[config.mk]
export PLATFORM = sky130hd
export DESIGN_NAME = inv_sqrt_nr
export DESIGN_NICKNAME = d
export VERILOG_FILES = /design/src/rtl/vector_pkg.sv /design/src/rtl/fx_mul.sv /design/src/rtl/inv_sqrt_nr.sv
export SDC_FILE = /design/constraint.sdc
export NUM_CORES = 2
export LEC_CHECK = 0
export BUFFER_PORTS_ARGS = -buffer_cell sky130_fd_sc_hd__buf_2
export CORE_UTILIZATION = 40
export CTS_BUF_LIST = sky130_fd_sc_hd__clkbuf_8
export DETAILED_ROUTE_END_ITERATION = 7
export SYNTH_ARGS = -nofsm -noshare
export SYNTH_HDL_FRONTEND = slang
export SYNTH_SLANG_ARGS = --single-unit
[constraint.sdc]
create_clock -name clk -period 10.4 [get_ports clk]
set_input_delay 1.04 -clock clk [delete_from_list [all_inputs] [get_ports clk]]
set_output_delay 1.04 -clock clk [all_outputs]
set_load 0.02 [all_outputs]
[src/rtl/vector_pkg.sv]
// vector_pkg: shared types and Q-format helpers for the reciprocal square root unit.
//   state_e         : controller states of inv_sqrt_nr.
//   seed_a/seed_b   : linear seed coefficients, round(1.6499*2^f) and round(0.4714*2^f).
//   three_half      : 1.5 in Q.f.
//   fp_one          : 1.0 in Q.f.
// Helpers return 64-bit values; callers size them to their data width.
package vector_pkg;

    typedef enum logic [2:0] {
        ST_IDLE   = 3'd0,
        ST_NORM   = 3'd1,
        ST_SEED   = 3'd2,
        ST_NR_SQ  = 3'd3,
        ST_NR_MX  = 3'd4,
        ST_NR_UPD = 3'd5,
        ST_SCALE  = 3'd6,
        ST_DONE   = 3'd7
    } state_e;

    // Round-to-nearest of coefficient/10000 scaled by 2^f.
    function automatic logic [63:0] seed_a(input int unsigned f);
        return ((64'd16499 << f) + 64'd5000) / 64'd10000;
    endfunction

    function automatic logic [63:0] seed_b(input int unsigned f);
        return ((64'd4714 << f) + 64'd5000) / 64'd10000;
    endfunction

    function automatic logic [63:0] three_half(input int unsigned f);
        return (64'd3 << f) >> 1;
    endfunction

    function automatic logic [63:0] fp_one(input int unsigned f);
        return 64'd1 << f;
    endfunction

endpackage

[src/rtl/fx_mul.sv]
// fx_mul: combinational unsigned fixed-point multiply.
//   a, b : WIDTH-bit unsigned Q operands.
//   p    : (a*b) >> FRAC_BITS, truncated to WIDTH bits.
module fx_mul #(
    parameter int unsigned WIDTH     = 32,
    parameter int unsigned FRAC_BITS = 24
) (
    input  logic [WIDTH-1:0] a,
    input  logic [WIDTH-1:0] b,
    output logic [WIDTH-1:0] p
);

    logic [2*WIDTH-1:0] full;
    logic               unused_bits;

    assign full = {{WIDTH{1'b0}}, a} * {{WIDTH{1'b0}}, b};
    assign p    = full[FRAC_BITS +: WIDTH];

    // Bits below the binary point and above the result word are dropped by design.
    assign unused_bits = ^{full[FRAC_BITS-1:0], full[2*WIDTH-1:FRAC_BITS+WIDTH]};

endmodule

[src/rtl/inv_sqrt_nr.sv]
// inv_sqrt_nr: iterative fixed-point 1/sqrt(x).
// Range-reduces x = m * 4^k with m in [0.5, 2), seeds y from a line in m, refines
// y with NR_ITERS Newton-Raphson steps on one shared multiplier, then rescales by 2^-k.
// Ports:
//   clk, rst              : clock, synchronous active-high reset.
//   in_valid/in_ready     : input handshake; in_ready is high only while idle.
//   in_x, in_tag          : operand (unsigned Q(WIDTH-FRAC_BITS).FRAC_BITS) and user tag.
//   out_valid/out_ready   : output handshake; outputs hold while out_ready is low.
//   out_y, out_tag        : result and the tag of its operand.
//   out_sat, out_zero     : result clamped to all-ones; operand was exactly zero.
module inv_sqrt_nr
    import vector_pkg::*;
#(
    parameter int unsigned WIDTH     = 32,
    parameter int unsigned FRAC_BITS = 24,
    parameter int unsigned NR_ITERS  = 4,
    parameter int unsigned TAG_W     = 8
) (
    input  logic             clk,
    input  logic             rst,
    input  logic             in_valid,
    output logic             in_ready,
    input  logic [WIDTH-1:0] in_x,
    input  logic [TAG_W-1:0] in_tag,
    output logic             out_valid,
    input  logic             out_ready,
    output logic [WIDTH-1:0] out_y,
    output logic [TAG_W-1:0] out_tag,
    output logic             out_sat,
    output logic             out_zero
);

    localparam int unsigned LZ_W = $clog2(WIDTH);
    localparam int unsigned K_W  = $clog2(WIDTH) + 2;

    localparam logic [WIDTH-1:0] SEED_A     = WIDTH'(seed_a(FRAC_BITS));
    localparam logic [WIDTH-1:0] SEED_B     = WIDTH'(seed_b(FRAC_BITS));
    localparam logic [WIDTH-1:0] THREE_HALF = WIDTH'(three_half(FRAC_BITS));
    localparam logic [WIDTH-1:0] FP_ONE     = WIDTH'(fp_one(FRAC_BITS));
    localparam logic [2:0]       ITERS      = 3'(NR_ITERS);

    state_e                 state_q, state_d;
    logic [WIDTH-1:0]       x_q, x_d;
    logic [TAG_W-1:0]       tag_q, tag_d;
    logic [WIDTH-1:0]       m_q, m_d;
    logic signed [K_W-1:0]  k_q, k_d;
    logic [WIDTH-1:0]       y_q, y_d;
    logic [WIDTH-1:0]       t_q, t_d;
    logic [2:0]             iter_q, iter_d;
    logic                   zero_q, zero_d;

    logic                   out_valid_q, out_valid_d;
    logic [WIDTH-1:0]       out_y_q, out_y_d;
    logic [TAG_W-1:0]       out_tag_q, out_tag_d;
    logic                   out_sat_q, out_sat_d;
    logic                   out_zero_q, out_zero_d;

    logic [WIDTH-1:0]       mul_a, mul_b, mul_p;

    // Range reduction
    logic [LZ_W-1:0]        lead;
    int                     e_int;
    int                     k_int;
    logic [WIDTH-1:0]       m_norm;

    // Final rescale
    logic [K_W-1:0]         neg_k;
    logic [2*WIDTH-1:0]     y_wide;
    logic [WIDTH-1:0]       y_scaled;
    logic                   y_sat;

    fx_mul #(
        .WIDTH    (WIDTH),
        .FRAC_BITS(FRAC_BITS)
    ) u_mul (
        .a(mul_a),
        .b(mul_b),
        .p(mul_p)
    );

    // Leading-one position: ascending scan, so the highest set bit wins.
    always_comb begin
        lead = '0;
        for (int i = 0; i < int'(WIDTH); i++) begin
            if (x_q[i]) begin
                lead = LZ_W'(i);
            end
        end
        e_int = int'(lead) - int'(FRAC_BITS);
        // Round odd exponents up so that m lands in [0.5, 1) instead of [2, 4).
        k_int = (e_int + (e_int & 1)) / 2;
        if (k_int >= 0) begin
            m_norm = x_q >> (2 * k_int);
        end else begin
            m_norm = x_q << (-2 * k_int);
        end
    end

    // Rescale y by 2^-k; left shifts go through a double-width word to catch overflow.
    always_comb begin
        neg_k  = -k_q;
        y_wide = {{WIDTH{1'b0}}, y_q} << neg_k;
        y_sat  = 1'b0;
        if (zero_q) begin
            y_scaled = '1;
            y_sat    = 1'b1;
        end else if (!k_q[K_W-1]) begin
            y_scaled = y_q >> k_q;
        end else if (|y_wide[2*WIDTH-1:WIDTH]) begin
            y_scaled = '1;
            y_sat    = 1'b1;
        end else begin
            y_scaled = y_wide[WIDTH-1:0];
        end
    end

    always_comb begin
        state_d     = state_q;
        x_d         = x_q;
        tag_d       = tag_q;
        m_d         = m_q;
        k_d         = k_q;
        y_d         = y_q;
        t_d         = t_q;
        iter_d      = iter_q;
        zero_d      = zero_q;
        out_valid_d = out_valid_q;
        out_y_d     = out_y_q;
        out_tag_d   = out_tag_q;
        out_sat_d   = out_sat_q;
        out_zero_d  = out_zero_q;
        mul_a       = '0;
        mul_b       = '0;

        unique case (state_q)
            ST_IDLE: begin
                if (in_valid) begin
                    x_d     = in_x;
                    tag_d   = in_tag;
                    state_d = ST_NORM;
                end
            end
            ST_NORM: begin
                if (x_q == '0) begin
                    zero_d = 1'b1;
                    m_d    = FP_ONE;
                    k_d    = '0;
                end else begin
                    zero_d = 1'b0;
                    m_d    = m_norm;
                    k_d    = k_int[K_W-1:0];
                end
                state_d = ST_SEED;
            end
            ST_SEED: begin
                mul_a   = SEED_B;
                mul_b   = m_q;
                y_d     = SEED_A - mul_p;
                iter_d  = '0;
                state_d = ST_NR_SQ;
            end
            ST_NR_SQ: begin
                mul_a   = y_q;
                mul_b   = y_q;
                t_d     = mul_p;
                state_d = ST_NR_MX;
            end
            ST_NR_MX: begin
                mul_a   = m_q;
                mul_b   = t_q;
                t_d     = mul_p;
                state_d = ST_NR_UPD;
            end
            ST_NR_UPD: begin
                // y <- y * (1.5 - m*y^2/2)
                mul_a   = y_q;
                mul_b   = THREE_HALF - (t_q >> 1);
                y_d     = mul_p;
                iter_d  = iter_q + 3'd1;
                state_d = (iter_d < ITERS) ? ST_NR_SQ : ST_SCALE;
            end
            ST_SCALE: begin
                out_y_d     = y_scaled;
                out_sat_d   = y_sat;
                out_zero_d  = zero_q;
                out_tag_d   = tag_q;
                out_valid_d = 1'b1;
                state_d     = ST_DONE;
            end
            ST_DONE: begin
                if (out_ready) begin
                    out_valid_d = 1'b0;
                    state_d     = ST_IDLE;
                end
            end
            default: begin
                state_d = ST_IDLE;
            end
        endcase
    end

    always_ff @(posedge clk) begin
        if (rst) begin
            state_q     <= ST_IDLE;
            x_q         <= '0;
            tag_q       <= '0;
            m_q         <= '0;
            k_q         <= '0;
            y_q         <= '0;
            t_q         <= '0;
            iter_q      <= '0;
            zero_q      <= 1'b0;
            out_valid_q <= 1'b0;
            out_y_q     <= '0;
            out_tag_q   <= '0;
            out_sat_q   <= 1'b0;
            out_zero_q  <= 1'b0;
        end else begin
            state_q     <= state_d;
            x_q         <= x_d;
            tag_q       <= tag_d;
            m_q         <= m_d;
            k_q         <= k_d;
            y_q         <= y_d;
            t_q         <= t_d;
            iter_q      <= iter_d;
            zero_q      <= zero_d;
            out_valid_q <= out_valid_d;
            out_y_q     <= out_y_d;
            out_tag_q   <= out_tag_d;
            out_sat_q   <= out_sat_d;
            out_zero_q  <= out_zero_d;
        end
    end

    assign in_ready  = (state_q == ST_IDLE);
    assign out_valid = out_valid_q;
    assign out_y     = out_y_q;
    assign out_tag   = out_tag_q;
    assign out_sat   = out_sat_q;
    assign out_zero  = out_zero_q;

endmodule

* After elaboration in Yosys (flattened, before gate mapping)
Index checks and enable logic that the tools add are counted.
Cells by class: add/sub/neg operators 8, $mul 1, $lt $le $gt $ge 2, equal/unequal tests 9, shifts and indexed selects 4, multiplexer cells 51, bitwise logic cells 1, reduce and logical (&&, ||, !) cells 10
Operators by type and width (number):
- $mux W32 | 5
- $mux W5 | 28
- $pmux W32 S4 | 1
- $pmux W32 S3 | 1
- $pmux W32 S2 | 1
- $shl A32 B7 Y64 | 1
- $mul A32 B32 Y56 | 1
- $add A32 B1 Y32 | 1
- $ge A32 B1 Y1 const B | 1
- $logic_not A32 Y1 | 1
- $reduce_or A32 Y1 | 1
- $shl A32 B32 Y32 | 1
- $shr A32 B32 Y32 | 1
- $shr A32 B7 Y32 | 1
- $sub A25 B31 Y32 const A | 1
- $sub A25 B32 Y32 const A | 1
- $neg A31 Y31 | 1
- $pmux W3 S8 | 1
- $eq A3 B3 Y1 const B | 4
- $mux W3 | 3
- $add A6 B2 Y7 | 1
- $mux W7 | 1
- $neg A7 Y7 | 1
- $eq A3 B2 Y1 const B | 2
- other kinds (14) | 25
Storage, ports and cells: bits in registers 193, logic and storage cells 100

* Longest topological paths before layout
word-level depth 39, gate-level depth with buffers 42

* By module
A second synthesis with hierarchy kept.
Unflattened totals: cell total of the unflattened synthesis 5711, area total of the unflattened synthesis 47943.5 um^2
Modules (own cells, without submodules):
- fx_mul | instances 1, cells each 3387, area each 30703.2 um^2, seq. area each 0.0 um^2
- inv_sqrt_nr | instances 1, cells each 2324, area each 17240.3 um^2, seq. area each 3843.7 um^2

* Worst setup path before layout
OpenSTA, ideal clock, no wires.
kind flip-flop to flip-flop, start reg t_q[1], end reg y_q[27], library setup time 0.086 ns, arrival time 10.369 ns, slack -0.055 ns, stages on the path, launching flop included 36, buffers on the path 2, period minus slack after synthesis 10.455 ns, path through dfxtp_1 > inv_1 > ha_1 > or3b_1 > or4b_1 > buf_2 > or3_1 > xor2_1 > a221oi_1 > clkbuf_1 > nor2_1 > fa_1 > inv_1 > fa_1 > fa_1 > fa_1 > fa_1 > inv_1 > fa_1 > fa_1 > fa_1 > ha_1 > nand2_1 > or4b_2 > nor3b_1 > nor2_1 > xor2_1 > inv_1 > ha_1 > o31a_1 > o31ai_4 > a21oi_2 > o21ai_2 > nand3_2 > mux2_1 > a221oi_2
Between the ends: longest elaborated chain between the ends 5
RTL lines:
- from (decl) | RTL line inv_sqrt_nr.sv:48 | logic [WIDTH-1:0] t_q, t_d;
- from (signal assigned) | RTL line inv_sqrt_nr.sv:225 | t_q <= t_d;
- $sub A25 B31 Y32 | RTL line inv_sqrt_nr.sv:177 | mul_b = THREE_HALF - (t_q >> 1);
- $pmux W32 S4 * | RTL line inv_sqrt_nr.sv:135 | unique case (state_q)
- $mul A32 B32 Y56 * | RTL line fx_mul.sv:16 | assign full = {{WIDTH{1'b0}}, a} * {{WIDTH{1'b0}}, b};
- $sub A25 B32 Y32 | RTL line inv_sqrt_nr.sv:158 | y_d = SEED_A - mul_p;
- $pmux W32 S2 * | RTL line inv_sqrt_nr.sv:135
- to (signal assigned) | RTL line inv_sqrt_nr.sv:224 | y_q <= y_d;
- to (decl) | RTL line inv_sqrt_nr.sv:47 | logic [WIDTH-1:0] y_q, y_d;
Every way passes the cells marked *; elsewhere a longest branch is shown, timed or not. A chain may end at the register's enable or synchronous reset.

* Worst setup path after layout
start reg t_q[2], end reg y_q[31]
Same word-level chain as after synthesis.

==> summary.md <==
| Metric | Value |
|---|---|
| Worst EP required | ~11 ns |
| DRT iter0 DRCs | about 4,500 |
| Worst Slack Setup Final | -0.0242 ns |
| Share of layout cells above drive strength 1 | 0.174 |
| Core area | about 120,000 sq um |
| Hold_sp | tag_q[5]$_SDFFE_PP0P_ |
| Fin area | ~55,000 sq um |
| Worst rel slew slack | 0.128 |
| Pwr Density | 74.0 nW/um^2 |
| Initial antenna violation count | 4 |
| Worst vdd ir | approximately 150 uV |
| Violated checks | design-rule violations, negative setup slack |
| Pre-CTS setup slack | -0.320 ns |
| Max_cap viols | 0 |
| Worst-path clk slew | approximately 0.12 ns |
| Max Freq | roughly 0.096 GHz |
| Pins Over Slew Limit | 0 |
| Clk pwr share | 0.128 |
| Fin Setup TNS | -0.0282 ns |
| WL per Instance | around 24 um |
| H-tree levels | 4 |
| Largest family of logic cells by synthesized area | adder cells |
| CTS root buf | clkbuf_8 |
| Setup crit end kind | flip-flop |
| Status | finished, violations left |
| Final Skew | 0.0287 ns |
| Synth-to-Final Area Change | 15.7% |
| R2r startpoint | t_q[2]$_SDFFE_PP0P_ |
| Worst Setup SP | t_q[2]$_SDFFE_PP0P_ |
| Post-synthesis adder-cell area fraction | 0.426 |
| Top_reg_cell synth | dfxtp_1 |
| P_int | approximately 1.9 mW |
| # DRC | 4 |
| Syn Area/Cell | about 8.1 sq um |
| Async set-or-reset flop fraction in the synthesized netlist | 0 |
| CTS buffer count | 17 |
| Via count | about 44,000 |
| Vias per cell | around 5.7 |
| Clk Latency, worst-skew pair | 0.59 ns |
| Ys Warns | 0 |
| DIE WIDTH | between 300 and 400 um |
| Cells after Synth | between 5,000 and 6,000 |
| Die area | 120,000 sq um |
| Total track usage | 0.311 |
| Switching power | between 2 and 2.5 mW |
| Slowest cell on crit path | fa_2 |
| DR pass1 iterations | 8 |
| Mux cell area share after synthesis | 0.0625 |
| Logic pwr share | 0.660 |
| Worst Hold Class | reg2reg |
| CP Max Fanout | 6 |
| Final setup viols | 2 |
| CP peak stage delay | roughly 0.57 ns |
| Unrepaired setup endpoints after global routing | true |
| Initial Utilization | 0.406 |
| Overall routed net length | between 150,000 and 200,000 um |
| Arr. time, crit path | about 11 ns |
| Critical Path Most Common Cell | fa_2 |
| Minimum clock period | between 10 and 15 ns |
| Num rows | between 100 and 150 |
| Placed cells | 7,571 |
| Final Hold Viols | 0 |
| Share of power burned in registers | 0.212 |
| Hold buffers post-CTS | 0 |
| Sw Share | 0.534 |
| Seq/Total Area, Yosys | 0.0811 |
| Final Cycle Share | 1.00 |
| Die Y | 346 um |
| Final Non-Filler Cells | about 7,700 |
| CTS Buffer Depth | 2 |
| WS Path Type | reg2reg |
| Compound-Gate Fraction of Synth Area | 0.124 |
| CTS Sinks | 192 |
| Number of nets with antenna violations after detailed routing | 0 |
| Register bit total from synthesis | between 150 and 200 |
| Syn_nets | about 7,000 |
| CTS tree | done |
| EDFF count, synth | 0 |
| Routability congestion estimate | between 0.9 and 1 |
| IO Pins | 88 |
| Hold_ws | roughly 0.46 ns |
| Post-Syn Area | 47,400 sq um |
| Worst Tran Pin Value | about 1.3 ns |
| Leakage | around 25 nW |
| First-pass GRT wire length | approximately 280,000 um |
| Xor/xnor share of the synthesized area | 0.0176 |
| Worst setup SP type | flip-flop |
| PortBufs | 87 |
| DP Area | between 50,000 and 60,000 sq um |
| Yosys cell types | 104 |
| Total gr overflow | 0 |
| Vias in the first global route | between 40,000 and 50,000 |
| Synth Area in Simple Gates | 0.180 |
| HPWL Detailed | 150,000 um |
| NumNets Final | slightly above 7,000 |
| Largest net degree at the start of global routing | 97 |
==> metal layers <==
layer  up-vias  GRT usage  routed length [um]
li1      19200          -                   -
met1     22100      0.417               75800
met2      2110      0.495               85300
met3       404     0.0434               15000
met4         4      0.150               10900
met5         -          0                  26
==> worst max-delay path, delay by kind of cell (launching register included) <==
family / cells / cell delay [ns]
and+or+nand+nor: 9 / 2.52
AOI/OAI and AO/OA: 8 / 1.82
adders and majority gates: 10 / 4.46
buffers and inverters: 7 / 0.72
DFF: 1 / 0.34
xor gates and xnor gates: 2 / 0.43
==> synth_stat cells (all sizes together), types with 24 or more instances <==
master	number	share of area
a221oi	52	0.0097
nor4	27	0.0038
clkbuf	368	0.029
dfxtp	192	0.081
nand2	932	0.074
a211oi	64	0.010
o211ai	38	0.0060
o21ai	134	0.014
nand3	43	0.0048
xnor2	62	0.012
a22oi	43	0.0069
mux2i	128	0.027
mux4	58	0.028
and3	24	0.0032
ha	224	0.059
xor2	29	0.0055
buf	54	0.0049
nor2	747	0.059
inv	952	0.075
mux2	33	0.0079
a21oi	246	0.026
nor3	63	0.0067
fa	869	0.37
nand2b	41	0.0054
a221o	38	0.0080
==> placed cells by master (no fill, tap or decap), types with 24 or more instances in the layout <==
cell,count
a211oi_1,60
a21oi_1,224
a221o_1,38
a22oi_1,41
buf_12,40
buf_2,86
buf_4,512
buf_6,24
dfxtp_1,185
fa_1,846
ha_1,204
inv_1,932
mux2_2,31
mux2i_1,128
mux4_2,58
nand2_1,925
nand2b_1,41
nand3_1,40
nor2_1,736
nor3_1,57
o211ai_1,38
o21ai_0,95
o21ai_1,26
xnor2_1,49
==> power by group through the flow <==
stage / sequential [mW] / clock (mW) / combinational [mW]
3_5_place_dp: 0.875 / 0 / 2.58
4_1_cts: 0.858 / 0.526 / 2.60
2_1_floorplan: 0.807 / 0 / 1.79
3_3_place_gp: 0.873 / 0 / 2.58
5_1_grt: 0.865 / 0.552 / 2.84
6_report: 0.862 / 0.519 / 2.68
==> kinds of logic after synthesis <==
group	count (synthesis)
flops	192
fa+ha+maj	1093
compound gates	848
simple gates	2031
buf+inv	1377
mux	219
xor+xnor	92
==> metrics by stage <==
step | util | power, mW
after global placement | 0.453 | 3.45
after CTS | 0.461 | 3.98
after detailed placement | 0.453 | 3.45
final | 0.470 | 4.06
after global routing | 0.470 | 4.26
after floorplan | - | 2.60
==> repair_timing <==
action | CTS | global route
endpoints found under the hold margin | 0 | 0
gates resized for setup | 70 | 188
gates cloned | 1 | 1
setup buffers | 10 | 39
pin swaps | 41 | 107
endpoints found under the setup margin | 14 | 28
==> cell type report <==
class / instances / area, sq um
Inverter: 955 / 3580
Sequential cell: 192 / 3860
Clock buffer: 19 / 262
Clock inverter: 13 / 113
Tap cell: 1524 / 1910
Antenna cell: 3 / 7.51
Timing Repair Buffer: 664 / 5390
Fill cell: 11500 / 62000
Multi-Input combinational cell: 4283 / 39800
==> sequential cells by signal, indices dropped and copies added, names as in the netlist <==
register and count:
iter_q 3, out_zero 1, k_q 6, state_q 3, t_q 32, tag_q 8
out_sat 1, zero_q 1, y_q 32, out_tag 8, m_q 32, out_y 32
x_q 32, out_valid 1
==> path summary, 6_finish.rpt <==
check,end,slack [ns],cells after the start
setup reg to reg,y_q[31]$_SDFFE_PP0P_,-0.02,36
setup / recovery,y_q[31]$_SDFFE_PP0P_,-0.02,36
hold reg to reg,out_tag[5]$_SDFFE_PP0P_,0.46,2
hold / removal,out_tag[5]$_SDFFE_PP0P_,0.46,2
Note: power is estimated with default switching activity, not from simulation.
